===== src/rtl/alarm_ringer.sv =====
// Alarm ringer: compares the running time with the stored alert time once per
// second and drives a gated buzzer through IDLE / RING / SNOOZE with timeout.
module alarm_ringer #(
    parameter int RING_SECONDS   = 60,
    parameter int SNOOZE_SECONDS = 300,
    parameter int MAX_SNOOZE     = 3
) (
    input  logic       Clk,
    input  logic       RST,
    input  logic       EN,
    input  logic       Tick1Hz,
    input  logic       Mode,
    input  logic [7:0] CurHour,
    input  logic [7:0] CurMin,
    input  logic [7:0] CurSec,
    input  logic       CurAPM,
    input  logic [7:0] AlertHour,
    input  logic [7:0] AlertMin,
    input  logic       AlertAPM,
    input  logic       Stop,
    input  logic       Snooze,
    output logic       Buzz,
    output logic       Ringing,
    output logic       Snoozing,
    output logic [1:0] SnoozeCnt,
    output logic [8:0] RemainSec
);

    typedef enum logic [1:0] {IDLE, RING, SNOOZE} state_t;

    localparam logic [8:0] RING_LOAD   = 9'(RING_SECONDS);
    localparam logic [8:0] SNOOZE_LOAD = 9'(SNOOZE_SECONDS);
    localparam logic [1:0] SNOOZE_MAX  = 2'(MAX_SNOOZE);

    state_t     state, state_n;
    logic [8:0] remain, remain_n;
    logic [1:0] cnt, cnt_n;
    logic       phase, phase_n;
    logic       stop_d, snooze_d;
    logic       stop_edge, snooze_edge, match, go_idle;

    assign stop_edge   = Stop & ~stop_d;
    assign snooze_edge = Snooze & ~snooze_d;
    assign match       = (CurHour == AlertHour) && (CurMin == AlertMin) &&
                         (CurSec == 8'h00) && (!Mode || (CurAPM == AlertAPM));

    always_comb begin
        state_n  = state;
        remain_n = remain;
        cnt_n    = cnt;
        phase_n  = phase;
        go_idle  = 1'b0;
        if (!EN) begin
            go_idle = 1'b1;
        end else begin
            case (state)
                IDLE: begin
                    if (Tick1Hz && match) begin
                        state_n  = RING;
                        remain_n = RING_LOAD;
                        cnt_n    = 2'd0;
                        phase_n  = 1'b1;
                    end
                end
                RING: begin
                    if (stop_edge) begin
                        go_idle = 1'b1;
                    end else if (snooze_edge) begin
                        // Out of snoozes: the snooze button acts as stop.
                        if (cnt < SNOOZE_MAX) begin
                            state_n  = SNOOZE;
                            remain_n = SNOOZE_LOAD;
                            cnt_n    = cnt + 2'd1;
                        end else begin
                            go_idle = 1'b1;
                        end
                    end else if (Tick1Hz) begin
                        if (remain == 9'd1) begin
                            go_idle = 1'b1;
                        end else begin
                            remain_n = remain - 9'd1;
                            phase_n  = ~phase;
                        end
                    end
                end
                SNOOZE: begin
                    if (stop_edge) begin
                        go_idle = 1'b1;
                    end else if (Tick1Hz) begin
                        if (remain == 9'd1) begin
                            state_n  = RING;
                            remain_n = RING_LOAD;
                            phase_n  = 1'b1;
                        end else begin
                            remain_n = remain - 9'd1;
                        end
                    end
                end
                default: go_idle = 1'b1;
            endcase
        end
        if (go_idle) begin
            state_n  = IDLE;
            remain_n = 9'd0;
            cnt_n    = 2'd0;
            phase_n  = 1'b0;
        end
    end

    // Outputs are registered from the next-state values so they change together.
    always_ff @(posedge Clk) begin
        if (RST) begin
            state    <= IDLE;
            remain   <= 9'd0;
            cnt      <= 2'd0;
            phase    <= 1'b0;
            stop_d   <= 1'b1;
            snooze_d <= 1'b1;
            Buzz     <= 1'b0;
            Ringing  <= 1'b0;
            Snoozing <= 1'b0;
        end else begin
            state    <= state_n;
            remain   <= remain_n;
            cnt      <= cnt_n;
            phase    <= phase_n;
            stop_d   <= Stop;
            snooze_d <= Snooze;
            Buzz     <= (state_n == RING) && phase_n;
            Ringing  <= (state_n == RING);
            Snoozing <= (state_n == SNOOZE);
        end
    end

    assign SnoozeCnt = cnt;
    assign RemainSec = remain;

endmodule


===== config.mk =====
export PLATFORM = sky130hd
export DESIGN_NAME = alarm_ringer
export DESIGN_NICKNAME = d
export VERILOG_FILES = /design/src/rtl/alarm_ringer.sv
export SDC_FILE = /design/constraint.sdc
export NUM_CORES = 1
export LEC_CHECK = 0
export CAP_MARGIN = 15
export CORE_AREA = 10 10 73 75
export CTS_CLUSTER_SIZE = 20
export DETAILED_ROUTE_END_ITERATION = 10
export DIE_AREA = 0 0 83 85
export PLACE_DENSITY = 0.76
export SYNTH_ARGS = -nofsm -noshare
export SYNTH_HDL_FRONTEND = slang
export SYNTH_SLANG_ARGS = --single-unit

===== constraint.sdc =====
create_clock -name Clk -period 2.2 [get_ports Clk]
set_input_delay 0.33 -clock Clk [delete_from_list [all_inputs] [get_ports Clk]]
set_output_delay 0.33 -clock Clk [all_outputs]
set_load 0.05 [all_outputs]

==> results of run 1 <==
synthesized netlist by cell type, types with 2 or more instances:
cell type	count	area, um2
xor2_1	2	17.5
or2_2	3	18.8
a31oi_1	3	18.8
nand2_1	13	48.8
nor4_1	3	18.8
nor3_1	6	30.0
xnor2_1	16	140
dfxtp_1	19	380
a21oi_1	17	85.1
nor2_1	13	48.8
nand3_1	5	25.0
ha_1	8	100
buf_2	3	15.0
nand3b_1	2	15.0
clkbuf_1	2	7.51
nand4_1	7	43.8
o21ai_0	14	70.1
inv_1	8	30.0
nor2b_1	2	12.5
and2_1	4	25.0
a211oi_1	3	22.5
or4_1	2	15.0
nand2b_1	4	25.0
layout make-up:
class	count	area [um2]	share of cell area
Clock buffer	3	41.3	0.0166
Clock inverter	1	7.51	0.00302
Inverter	8	30.0	0.0121
Multi-Input combinational cell	153	1100	0.444
Sequential cell	19	388	0.156
Tap cell	50	62.6	0.0252
Timing Repair Buffer	93	853	0.343
report_power, final:
| group | switching [mW] | total (mW) | leakage, nW | internal (mW) |
|---|---|---|---|---|
| clock network | 0.130 | 0.258 | 0.0217 | 0.128 |
| logic | 0.121 | 0.285 | 0.733 | 0.164 |
| registers | 0.00539 | 0.356 | 0.157 | 0.351 |
logic make-up after synthesis:
family	synth area share
fa+ha+maj	0.0671
compound gates	0.245
mux	0.0142
flops	0.255
simple gates	0.270
buf+inv	0.0436
xor+xnor	0.106
worst max-delay path: stages, from the launching register on:
cell and delay (ns):
dfxtp_2 0.34, buf_4 0.13, ha_1 0.18, or2_4 0.27, a221o_1 0.32, a311oi_1 0.41, buf_4 0.19, nand3_1 0.07
mux2i_1 0.12
path summary, 6_finish.rpt:
kind                        startpoint                   endpoint  slack, ns  depth (start not counted)
min          SnoozeCnt[1]$_SDFFE_PP0P_  SnoozeCnt[1]$_SDFFE_PP0P_       0.48                          2
min reg2reg  SnoozeCnt[1]$_SDFFE_PP0P_  SnoozeCnt[1]$_SDFFE_PP0P_       0.48                          2
max                state[1]$_SDFF_PP0_  SnoozeCnt[1]$_SDFFE_PP0P_       0.10                          8
max reg2reg        state[1]$_SDFF_PP0_  SnoozeCnt[1]$_SDFFE_PP0P_       0.10                          8
through the flow:
stage	util	setup TNS (ns)	setup slack, ns	cell area, um2	power [mW]
after global routing	0.635	-0.0000513	-0.0000513	2490	0.947
after detailed placement	0.608	-2.67	-0.284	2380	0.639
after floorplan	-	-0.0148	-0.0148	1510	0.490
after CTS	0.623	0	0.00912	2440	0.900
final	0.635	0	0.102	2490	0.900
after global placement	0.608	-1.99	-0.235	2380	0.635
metal layers:
metal,wire length (um),track usage
met1,2070,0.164
met2,2700,0.262
met3,274,0.0258
met4,92,0.0279
met5,0,0
sequential cells by signal (all words and copies together) (netlist names):
register and cells:
Buzz 1, Snoozing 1, state 2, snooze_d 1
RemainSec 9, phase 1, SnoozeCnt 2, Ringing 1
stop_d 1
timing repair:
| action | in CTS | in global routing |
|---|---|---|
| setup endpoints to repair | 3 | 12 |
| resized for setup | 2 | 9 |
| setup buffers | 0 | 1 |
| pin swaps | 2 | 6 |
==> summary.md, run 1 <==
| Metric | Value |
|---|---|
| Final setup fails | `0` |
| Area of the mapped netlist | `1490 um2` |
| Worst vdd ir | `0.232 mV` |
| Post-synthesis net count | `244` |
| Slew margin rel. | `0.657` |
| Total congestion overflow | `0` |
| Final Hold Vio Count | `0` |
| Tcrit/Tclk final | `0.954` |
| Die area | `7060 um2` |
| Setup crit end kind | `flop` |
| Commonest non-fill, non-tap cell in the layout | `clkdlybuf4s50_1` |
| First-pass GRT wire length | `8720 um` |
| Most frequent cells in the layout | `clkdlybuf4s50_1, buf_4, xnor2_1` |
| Hold-fix buffers, CTS | `0` |
| Non-filler cells, final | `327` |
| CTS buffer count | `3` |
| 1st-iter DRT viols | `140` |
| Vias in the first global route | `1831` |
| Total track usage | `0.141` |
| EDFF count, synth | `0` |
| Antenna cells | `0` |
| Total power per unit cell area | `362 nW/um2` |
| Vias per cell | `5.35` |
| # H-tree levels | `1` |
| Classification of the worst-slack hold path | `flop to flop` |
| Synth Register Bits | `19` |
| Total number of vias | `1749` |
| Placed Cells incl. Taps | `322` |
| Fill count | `351` |
| Pin count of the biggest net entering global routing | `13` |
| Detailed Routing Iterations Pass 1 | `4` |
| Final Max Slew Viols | `0` |
| Critical Path Fanout Max | `3` |
| Mapped Cells | `187` |
| RD Place Congestion | `0.858` |
| Port buffer count | `62` |
| Mapped Avg Cell Area | `7.98 um2` |
| Worst-margin pin slew | `0.513 ns` |
| HPWL after DPL | `4200 um` |
| Clock Skew | `0.00470 ns` |
| Clock Sinks | `19` |
| Initial Utilization | `0.381` |
| CP required | `2.40 ns` |
| Core ar. | `3910 um2` |
| Synth warn | `0` |
| Fin Hold WS | `0.484 ns` |
| CTS tree | `built` |
| Period minus WS final | `2.10 ns` |
| Worst-Skew Late Latency | `0.26 ns` |
| Netlist cell types | `51` |
| DRC violations left | `0` |
| Setup crit start kind | `flop` |
| Leak | `0.911 nW` |
| Layout cells sized above 1 | `0.209` |
| ANT nets after route | `0` |
| Maximum Capacitance Violations | `0` |
| Ports | `63` |
| Area Growth Syn to Fin | `66.6%` |
| Share of synthesized flip-flops with an asynchronous set or reset | `0` |
| Clk slew on worst S/H paths | `0.08 ns` |
| WS Path Type | `flop to flop` |
| Routed WL | `5130 um` |
| Fmax | `477 MHz` |
| Count of nets after finishing | `335` |
| Die extent in x | `83 um` |
| CTS Buffer Depth | `2` |
| Root Driver | `clkbuf_8` |
| Sequential fraction of the synthesis area | `0.255` |
| Drt wl/cell | `15.7 um` |
| Worst Path Arrival | `2.29 ns` |
| Cell row count | `23` |
| Initial antenna violation count | `0` |
| Outcome | `complete, no violations` |
| Die Span Y | `85 um` |
| Synth Flop Type | `dfxtp_1` |
Power figures use the tool's default switching activity.
==> inputs of run 2 (changes only) <==
--- a/config.mk
+++ b/config.mk
@@ -7,9 +7,10 @@
 export LEC_CHECK = 0
 export CAP_MARGIN = 15
 export CORE_AREA = 10 10 73 75
-export CTS_CLUSTER_SIZE = 20
+export CTS_CLUSTER_SIZE = 25
 export DETAILED_ROUTE_END_ITERATION = 10
 export DIE_AREA = 0 0 83 85
+export GPL_ROUTABILITY_DRIVEN = 0
 export PLACE_DENSITY = 0.76
 export SYNTH_ARGS = -nofsm -noshare
 export SYNTH_HDL_FRONTEND = slang
==> results of run 2 <==
Final layout, timing and power as in run 1 (identical DEF).
